[config.mk]
export PLATFORM = sky130hd
export DESIGN_NAME = bcd_display_scanner
export DESIGN_NICKNAME = d
export VERILOG_FILES = /design/src/rtl/bcd_display_scanner.sv
export SDC_FILE = /design/constraint.sdc
export NUM_CORES = 1
export LEC_CHECK = 0
export ABC_CLOCK_PERIOD_IN_PS = 1900
export CAP_MARGIN = 20
export CORE_UTILIZATION = 55
export CTS_BUF_LIST = sky130_fd_sc_hd__clkbuf_4 sky130_fd_sc_hd__clkbuf_8
export CTS_CLUSTER_DIAMETER = 100
export DETAILED_ROUTE_END_ITERATION = 12
export MAX_ROUTING_LAYER = met4
export PLACE_DENSITY = 0.84
export SETUP_SLACK_MARGIN = 0.5
export SLEW_MARGIN = 20
export SYNTH_ARGS = -nofsm -noshare
export SYNTH_HDL_FRONTEND = slang
export SYNTH_SLANG_ARGS = --single-unit
[constraint.sdc]
create_clock -name clk -period 1.9 [get_ports clk]
set_input_delay 0.19 -clock clk [delete_from_list [all_inputs] [get_ports clk]]
set_output_delay 0.19 -clock clk [all_outputs]
set_load 0.01 [all_outputs]
[src/rtl/bcd_display_scanner.sv]
// rtl/bcd_display_scanner.sv - multiplexed scanner for a common-anode 7-segment display
// Holds a packed BCD value and presents one nibble plus one active-low digit enable per slot.
module bcd_display_scanner #(
  parameter int DIGITS      = 4,
  parameter int REFRESH_DIV = 100000,
  localparam int IDX_W      = (DIGITS > 1) ? $clog2(DIGITS) : 1
) (
  input  logic                  clk,
  input  logic                  rst,
  input  logic                  load,
  input  logic [4*DIGITS-1:0]   bcd_in,
  input  logic                  blank_lz,
  output logic                  w0,
  output logic                  w1,
  output logic                  w2,
  output logic                  w3,
  output logic [DIGITS-1:0]     an,
  output logic [IDX_W-1:0]      digit_idx,
  output logic                  invalid
);

  localparam int PRE_W = (REFRESH_DIV > 1) ? $clog2(REFRESH_DIV) : 1;

  logic [4*DIGITS-1:0] held_q;
  logic [PRE_W-1:0]    presc_q, presc_d;
  logic [IDX_W-1:0]    idx_q, idx_d;
  logic [DIGITS-1:0]   an_q, an_d;
  logic [3:0]          w_q, w_d;
  logic [IDX_W-1:0]    didx_q;
  logic                inv_q;

  logic [DIGITS-1:0]   upper_zero;
  logic                cur_blank;
  logic                load_invalid;
  logic                presc_wrap;

  // upper_zero[i]: digits i..DIGITS-1 of the held value are all zero
  always_comb begin
    upper_zero = '0;
    upper_zero[DIGITS-1] = (held_q[4*DIGITS-1 -: 4] == 4'd0);
    for (int i = DIGITS - 2; i >= 0; i--) begin
      upper_zero[i] = upper_zero[i+1] && (held_q[4*i +: 4] == 4'd0);
    end
  end

  always_comb begin
    cur_blank = 1'b0;
    w_d       = 4'b1111;
    an_d      = '1;
    for (int i = 0; i < DIGITS; i++) begin
      if (IDX_W'(i) == idx_q) begin
        cur_blank = blank_lz && (i != 0) && upper_zero[i];
        if (!(blank_lz && (i != 0) && upper_zero[i])) begin
          w_d     = held_q[4*i +: 4];
          an_d[i] = 1'b0;
        end
      end
    end
  end

  always_comb begin
    load_invalid = 1'b0;
    for (int i = 0; i < DIGITS; i++) begin
      if (bcd_in[4*i +: 4] > 4'd9) begin
        load_invalid = 1'b1;
      end
    end
  end

  always_comb begin
    presc_wrap = (presc_q == PRE_W'(REFRESH_DIV - 1));
    presc_d    = presc_wrap ? '0 : presc_q + PRE_W'(1);
    idx_d      = idx_q;
    if (presc_wrap) begin
      idx_d = (idx_q == IDX_W'(DIGITS - 1)) ? '0 : idx_q + IDX_W'(1);
    end
  end

  always_ff @(posedge clk) begin
    if (rst) begin
      held_q  <= '0;
      presc_q <= '0;
      idx_q   <= '0;
      an_q    <= '1;
      w_q     <= 4'b1111;
      didx_q  <= '0;
      inv_q   <= 1'b0;
    end else begin
      presc_q <= presc_d;
      idx_q   <= idx_d;
      an_q    <= an_d;
      w_q     <= w_d;
      didx_q  <= idx_q;
      if (load) begin
        held_q <= bcd_in;
        inv_q  <= load_invalid;
      end
    end
  end

  assign {w3, w2, w1, w0} = w_q;
  assign an        = an_q;
  assign digit_idx = didx_q;
  assign invalid   = inv_q;

endmodule

==> results.json, run 1 <==
{
  "cts_made_buffers": 5,
  "syn-instance-count": 227,
  "grt-ovfl-total": 0,
  "grt_antenna_before_repair": 0,
  "core_area_sq_um": 3420,
  "synth.avg_cell_area_sq_um": 8.89,
  "max_freq_mhz": 619,
  "grt_pass1_wl_um": 7730,
  "htree_levels": 2,
  "synth-seq-area-share": 0.457,
  "syn_nets": 252,
  "worstPathArrival_ns": 1.93,
  "p_switching_w": 0.000414,
  "crit_slowest_cell": "or4_4",
  "yosys.cell_types.count": 31,
  "cpPeakStageDelay_ns": 0.52,
  "wl_per_cell_um": 15.3,
  "final_nets": 293,
  "setup_tns_ns": 0,
  "synth_top_area_frac": 0.457,
  "num_vias": 1753,
  "cp_max_fo": 5,
  "fin_worst_skew_ns": 0.00783,
  "clkPwrFrac": 0.327,
  "pwr-share-comb": 0.108,
  "place_congestion": 0.918,
  "post-dp-hpwl_um": 3130,
  "cts_hold_buf": 0,
  "root_buffer": "clkbuf_4",
  "cp-start-kind": "flop",
  "diodes": 0,
  "critPathKind": "flop to flop",
  "setup_viol": 0,
  "tightest_slew_ns": 0.327,
  "rows": 21,
  "seqPwrFrac": 0.565,
  "drc_errors": 0,
  "grt_max_degree": 32,
  "final_max_slew_viol_count": 0,
  "wl_um": 4820,
  "clock-sinks": 46,
  "grtUsageTotal": 0.262,
  "synth_area_leaders": "dfxtp_1, mux2i_1, nor2_1",
  "clock_latency_ns": 0.36,
  "clockBufferDepth": 2,
  "min_period_ns": 1.62,
  "p_leak_nw": 1.01,
  "ir_worst_vdd_mv": 0.593,
  "cp.required_ns": 2.22,
  "syn_area_sq_um": 2020,
  "grt_pass1_vias": 1661,
  "synth_largest_area_cell": "dfxtp_1",
  "final_cell_mix": "dfxtp_1, nor2_1, clkdlybuf4s50_1",
  "post-route-cell-area_sq_um": 2700,
  "hold_slack_ns": 0.442,
  "ys_seq_elements": 46,
  "fp.dieH_um": 62.6,
  "hold_class": "input port to flop",
  "status": "finished clean",
  "drt-initial-drc-count": 106,
  "ios": 31,
  "end_kind": "flop",
  "areaGrowthSynthToFinish_pct": 33.7,
  "min_period_over_period": 0.850,
  "finalHoldViolCount": 0,
  "via_per_inst": 5.57,
  "clk_pin_slew_ns": 0.13,
  "r2r_slack_ns": 0.28,
  "final.setup.worst_slack_ns": 0.285,
  "ant_nets": 0,
  "die_w_um": 62.6,
  "final_common_cell": "dfxtp_1",
  "worstPathCellList": "nand2b_4, or4_4, or4b_4, nand2_2",
  "maxCapViolCount": 0,
  "dieArea_sq_um": 3910,
  "max_slew_margin": 0.779,
  "p_total_w": 0.00181,
  "power_density_nw_per_um2": 672,
  "port_buffers": 30,
  "pre_cts_ws_ns": 0.209,
  "synth_warnings": 0,
  "initial_core_util": 0.590,
  "drive_gt1_frac": 0.193,
  "tritoncts": "yes",
  "p_int_w": 0.00140,
  "rsz0062_at_grt": "yes",
  "swShare": 0.228,
  "first_pass_iters": 4,
  "postPlaceCellArea_sq_um": 2400
}
==> per-layer routing <==
| metal | global-route usage | vias to the layer above | part of all wire |
|---|---|---|---|
| met5 | - | - | 0 |
| li1 | - | 861 | - |
| met4 | 0.0959 | 0 | 0.018 |
| met1 | 0.311 | 837 | 0.45 |
| met2 | 0.429 | 45 | 0.48 |
| met3 | 0.0620 | 10 | 0.049 |
==> sequential cells by signal, summed over array words and instances, names as in the netlist <==
signal / flops
an: 4
invalid: 1
w_q: 4
presc_q: 17
held_q: 16
idx_q: 2
digit_idx: 2
==> cell families (layout without fill, tap and decap cells) <==
kind of cell	after synthesis	count (layout)	share of synthesized area
adders and majority gates	5	5	0.0310
DFF	46	46	0.457
and+or+nand+nor	103	103	0.255
xor gates and xnor gates	15	15	0.0651
AOI/OAI and AO/OA	27	27	0.0819
buffers and inverters	15	57	0.0310
muxes	16	16	0.0794
==> final timing paths <==
path,from,end,cells past startpoint
setup / recovery,presc_q[5],idx_q[1],4
hold / removal,bcd_in[8],held_q[8],3
setup reg to reg,presc_q[5],idx_q[1],4
hold reg to reg,invalid,invalid,2
==> critical path: cells and delay by family (launching register included) <==
family	cells	cell delay, ns
and+or+nand+nor	4	1.24
DFF	1	0.34
==> repair_timing <==
item                                    in CTS  in global routing
setup buffers                                7                  3
endpoints found under the setup margin      28                 27
pin swaps                                    9                  1
gates resized for setup                     26                 15
==> metrics by stage <==
stage | std cells | util
6_report | 315 | 0.789
5_1_grt | 315 | 0.789
4_1_cts | 312 | 0.768
3_5_place_dp | 297 | 0.702
3_3_place_gp | 297 | 0.702
2_1_floorplan | 227 | -
==> cell type report <==
cell class	count	area (sq um)
Clock inverter	2	37.5
Multi-Input combinational cell	166	1160
Fill cell	229	719
Tap cell	46	57.6
Inverter	5	18.8
Sequential cell	46	938
Clock buffer	6	45.0
Timing Repair Buffer	44	443
==> synth_stat cells <==
master,number
xor2_1,3
a211oi_1,1
nor4_1,8
nand4_1,9
xnor2_1,12
mux2i_1,16
nand2b_1,3
o22a_1,4
inv_1,5
or4_1,1
and4_1,2
a21oi_1,9
o21bai_2,1
dfxtp_1,46
buf_2,2
nand3b_1,1
buf_4,1
a21boi_0,1
clkbuf_1,5
or4b_1,1
nor3_1,4
ha_1,5
nand2_1,15
o21ai_0,10
buf_1,2
nand3_1,10
nand3_2,1
nor2b_1,9
nor2_1,38
a31o_2,1
or4_4,1
==> power groups by stage <==
| stage | logic [W] | registers (W) | clock network, W |
|---|---|---|---|
| finish | 0.000196 | 0.00102 | 0.000593 |
| global route | 0.000214 | 0.00103 | 0.000657 |
| CTS | 0.000191 | 0.00102 | 0.000599 |
| detailed placement | 0.000180 | 0.00105 | 0 |
| global placement | 0.000177 | 0.00104 | 0 |
| floorplan | 0.0000919 | 0.00104 | 0 |
(Power assumes the default switching activity.)
==> run 2, diff against run 1 <==
CORE_MARGIN = 8   (was not set)
==> run 2 against run 1 <==
Global-route usage shrank 10 points. Worst setup slack worse by 0.0037 ns. Clock skew fell by 0.0026 ns. First-iteration DRC count decreased by 5.7%. Total power is 7.5% higher. Maximum frequency decreased by 0.23%. Count of clock-buffer cells in the layout is 1 lower. Critical endpoint unchanged. Non-clock buffer count decreased by 4. Largest power group unchanged. Via count shrank 3.0%. Flip-flop and latch count unchanged. Register-to-register slack is essentially flat. Critical path depth unchanged.
==> results.json, run 2 (synthesis results as in run 1) <==
{
  "cp_max_fo": 5,
  "tritoncts": "yes",
  "ant_nets": 0,
  "rows": 22,
  "via_per_inst": 5.43,
  "power_density_nw_per_um2": 720,
  "final_common_cell": "dfxtp_1",
  "finalHoldViolCount": 0,
  "stdcell_count": 313,
  "r2r_start": "presc_q[5]",
  "root_buffer": "clkbuf_8",
  "fin_util": 0.751,
  "max_freq_mhz": 618,
  "critPathKind": "flop to flop",
  "post-dp-hpwl_um": 3160,
  "reg2reg_depth": 4,
  "wl_per_cell_um": 14.7,
  "drt-initial-drc-count": 100,
  "path_buf_inv": 0,
  "grt_pass1_wl_um": 7530,
  "seqCellArea_sq_um": 940,
  "die_w_um": 76.6,
  "final_nets": 289,
  "core_area_sq_um": 3610,
  "final_max_slew_viol_count": 0,
  "diodes": 0,
  "cp-start-kind": "flop",
  "num_vias": 1700,
  "holdPathStages": 1,
  "reg2reg_to": "idx_q[1]",
  "setup_tns_ns": 0,
  "largest-register": "presc_q",
  "crit_slowest_cell": "or4_4",
  "min_period_ns": 1.62,
  "cpPeakStageDelay_ns": 0.52,
  "worstHoldEndpoint": "presc_q[0]",
  "clockBufferDepth": 2,
  "grt-ovfl-total": 0,
  "port_buffers": 30,
  "ir_worst_vdd_mv": 0.524,
  "clock-sinks": 46,
  "cp.required_ns": 2.14,
  "max_slew_margin": 0.760,
  "status": "finished clean",
  "worstPathCellList": "nand2b_4, or4_4, or4b_1, nand2_1",
  "reg_top3": "presc_q x17, held_q x16",
  "final_cell_mix": "dfxtp_1, clkdlybuf4s50_1, nor2_1",
  "p_leak_nw": 0.976,
  "grt_max_degree": 32,
  "ios": 31,
  "grtUsageTotal": 0.162,
  "initial_core_util": 0.559,
  "grt_antenna_before_repair": 0,
  "r2r_slack_ns": 0.28,
  "fillCellCount": 280,
  "fp.dieH_um": 76.6,
  "path_delay_family": "simple AND/OR/NAND/NOR gates",
  "cts_hold_buf": 0,
  "end_kind": "flop",
  "drc_errors": 0,
  "setup_viol": 0,
  "clock_latency_ns": 0.30,
  "hold_class": "flop to flop",
  "grt_pass1_vias": 1644,
  "largest_reg_flops": 17,
  "fin_worst_skew_ns": 0.00519,
  "first_pass_iters": 4,
  "clk_pin_slew_ns": 0.09,
  "areaGrowthSynthToFinish_pct": 34.2,
  "multiInputGateArea_sq_um": 1170,
  "tightest_slew_ns": 0.357,
  "rsz0062_at_grt": "yes",
  "htree_levels": 2,
  "drive_gt1_frac": 0.211,
  "place_congestion": 0.940,
  "cts_made_buffers": 5,
  "wl_um": 4600,
  "dp.cells": 299,
  "min_period_over_period": 0.852,
  "worstPathArrival_ns": 1.86,
  "maxCapViolCount": 0,
  "dieArea_sq_um": 5860,
  "min_from": "presc_q[0]"
}
[run 2: per-stage QoR]
stage	cell area [sq um]	power [W]	hold slack, ns	setup WS, ns
2_1_floorplan	2050	0.00114	0.337	0.297
3_3_place_gp	2400	0.00122	0.432	0.249
3_5_place_dp	2400	0.00122	0.447	0.206
4_1_cts	2640	0.00196	0.454	0.320
5_1_grt	2710	0.00203	0.468	0.225
6_report	2710	0.00195	0.451	0.281
[run 2: worst register-to-register path: stages (launching register included)]
cell and delay [ns]:
dfxtp_2 0.33, nand2b_4 0.13, or4_4 0.52, or4b_1 0.49, nand2_1 0.09
[run 2: timing repair]
item                                    CTS  global route
resized for setup                        21            19
pin swaps                                21             5
endpoints found under the setup margin   22            23
buffers inserted                          5             1
[run 2: per-layer routing]
layer | GRT usage | up-vias | part of all wire
met5 | - | - | 0
met4 | 0.0692 | 0 | 0.017
met3 | 0.0578 | 10 | 0.050
met2 | 0.281 | 38 | 0.52
met1 | 0.161 | 792 | 0.41
li1 | - | 860 | -
[run 2: how the worst max path moves through the flow]
stage / from / end / slack [ns] / cells past startpoint
floorplan: presc_q[7] / idx_q[0] / 0.30 / 5
detailed placement: presc_q[0] / idx_q[0] / 0.21 / 5
finish: presc_q[5] / idx_q[1] / 0.28 / 4
global route: presc_q[5] / idx_q[1] / 0.23 / 4
CTS: presc_q[0] / idx_q[0] / 0.32 / 5
global placement: presc_q[0] / idx_q[0] / 0.25 / 5
[run 2: layout make-up]
class,instances,area share
multi-input cells,166,0.434
flip-flops and latches,46,0.347
repair buffers,40,0.148
clock buffers,5,0.0254
well taps,48,0.0222
clock inverters,3,0.0162
inverters,5,0.00693
[run 2: report_power, final]
part	switching, W	internal (W)	leakage [nW]	total [W]
logic	0.0000832	0.000112	0.535	0.000195
clock network	0.000336	0.000394	0.0585	0.000731
registers	0.0000275	0.000996	0.382	0.00102
total	0.000447	0.00150	0.976	0.00195
==> RTL change, RTL diff (settings of run 1) <==
Put a register stage on the output `w3`, cleared by the reset. The value now appears one clock later. The other outputs are not delayed to match.
--- a/src/rtl/bcd_display_scanner.sv
+++ b/src/rtl/bcd_display_scanner.sv
@@ -21,4 +21,6 @@
 
   localparam int PRE_W = (REFRESH_DIV > 1) ? $clog2(REFRESH_DIV) : 1;
+
+  logic w3_d;
 
   logic [4*DIGITS-1:0] held_q;
@@ -99,9 +101,17 @@
   end
 
-  assign {w3, w2, w1, w0} = w_q;
+  assign {w3_d, w2, w1, w0} = w_q;
   assign an        = an_q;
   assign digit_idx = didx_q;
   assign invalid   = inv_q;
 
+  always_ff @(posedge clk) begin
+    if (rst) begin
+      w3 <= '0;
+    end else begin
+      w3 <= w3_d;
+    end
+  end
+
 endmodule
 
Formal check against the unedited RTL: not equivalent (a bounded check fails within 4 cycles, from zero or initial values and one cycle with rst high).
==> RTL change against run 1 <==
Sequential cell count grew 1. Final area grew 1.3%. Clock power rose by 11%. Hold slack better by 7.0 ps. Clock skew down 1.6 ps. Fmax up 15%. Worst setup slack gained 220 ps. Synthesized area increased by 2.6%. Total power increased by 5.6%. Core utilization is 0.22 points lower. Synthesized cell count rose by 0.44%. Routed wire length fell by 2.2%. Critical endpoint is now w_q[2]. Highest routed layer unchanged.
==> RTL change: results (changes against run 1) <==
Via density=5.62 (+0.90%); Die W=63.3 µm (+1.3%); Initial DRT Pass Iterations=4 (unchanged); Register-to-Register Path Depth=5 (+1); Unique masters post-synth=36 (+16%); Clock Latency Late Sink=300 ps (-60 ps); antenna violations before repair=0 (unchanged); Synth Area in Adders=0.0302 (-0.000788); layout cells sized above 1=0.214 (+0.0210); TritonCTS Buffers=5 (unchanged); Fillers=231 (+0.87%); ys flop type=dfxtp_1; leakage power=0.00102 µW (+0.58%); GRT Util Overall=0.244 (-0.0179); biggest regs=presc_q (17), held_q (16); global-route wire length before repair=7330 µm (-5.2%); status=completed; diode count=0 (unchanged); Net Count, Synth=253 (+0.40%); worst min path class=register to register; Worst Tran Pin Value=387 ps (+59.8 ps); number of buffers added on ports=30 (unchanged); final net count=290 (-1.0%); Synth Instances=228 (+0.44%); sequential element share of the synthesized area=0.455 (-0.00192); Compound-Gate Fraction of Synth Area=0.0859 (+0.00397); Placer Congestion=0.897 (-2.3%); Max clock buf depth=2 (unchanged); largest net degree at the start of global routing=23 (-28%); H-Tree Depth=2 (unchanged); vias in the first global route=1,572 (-5.4%); DRT Wirelength=4720 µm (-2.2%); Max IR drop VDD=543 µV (-8.4%); Worst Hold Depth=1 (-2); Synth Area in XOR/XNOR=0.0550 (-0.0101); dpl ws=364 ps (+155 ps); Post-DP Area=2430 µm² (+1.2%); non-filler cells, final=312 (-0.95%); commonest cells in the synthesized netlist=dfxtp_1, nor2_1, mux2i_1; CP Max Fanout=5 (unchanged); Worst Path Arrival=1650 ps (-280 ps); Synth Warn #=0 (unchanged); DP HPWL=3020 µm (-3.5%); DRT iter0 DRCs=82 (-23%); dpl cells=296 (-0.34%); clock root buffer=clkbuf_8; clock skew=6.18 ps (-1.65 ps); clock slew at reported path FFs=80 ps (-50 ps); sw power=433 µW (+4.6%); mux cell area share after synthesis=0.0822 (+0.00282); synth top area cells=dfxtp_1, mux2i_1, nor2_1
[RTL change: cell families after synthesis]
logic type | after synthesis
buffers and inverters | 17
AO/OA/AOI/OAI | 28
AND/OR/NAND/NOR | 101
adder cells (fa/ha/maj) | 5
multiplexers | 17
flip-flops | 47
XOR/XNOR | 13
[RTL change: power by group through the flow]
stage / clock, µW / sequential, µW / combinational [µW]
after global placement: 0 / 1070 / 174
after CTS: 671 / 1050 / 189
final: 658 / 1050 / 202
after global routing: 716 / 1060 / 222
after detailed placement: 0 / 1070 / 179
after floorplan: 0 / 1070 / 101
[RTL change: repair_timing]
action | 4_1_cts | 5_1_grt
setup endpoints to repair | 17 | 22
resized for setup | 11 | 25
pin swaps | 4 | 4
buffers inserted | 5 | 3
[RTL change: final timing paths]
kind | end | from | slack (ps)
max | w_q[2] | held_q[9] | 500
min | w3 | w_q[3] | 450
max reg2reg | w_q[2] | held_q[9] | 500
min reg2reg | w3 | w_q[3] | 450
[RTL change: layer usage]
layer  part of all wire  wire length (µm)  up-vias  global-route usage
li1                   -                 -      868                   -
met1               0.45              2140      822               0.314
met2               0.49              2290       55               0.370
met3              0.047               222        7              0.0580
met4              0.013                59        0              0.0909
met5                  0                 0        -                   -
[RTL change: critical path, stage by stage (launching register included)]
cell and delay [ps]:
dfxtp_1 390, nor4_4 320, nand4_1 130, buf_4 180, a21oi_1 190, o22a_1 150
[RTL change: area by class of cell]
class                   instances  area share
clock buffers                   8      0.0380
flip-flops and latches         47       0.353
repair buffers                 41       0.142
well taps                      46      0.0211
inverters                       6     0.00825
multi-input cells             164       0.438
[RTL change: per-stage QoR]
stage                      util  total power (µW)
final                     0.787              1910
after global routing      0.787              2000
after CTS                 0.748              1910
after detailed placement  0.700              1250
after global placement    0.700              1250
after floorplan               -              1170
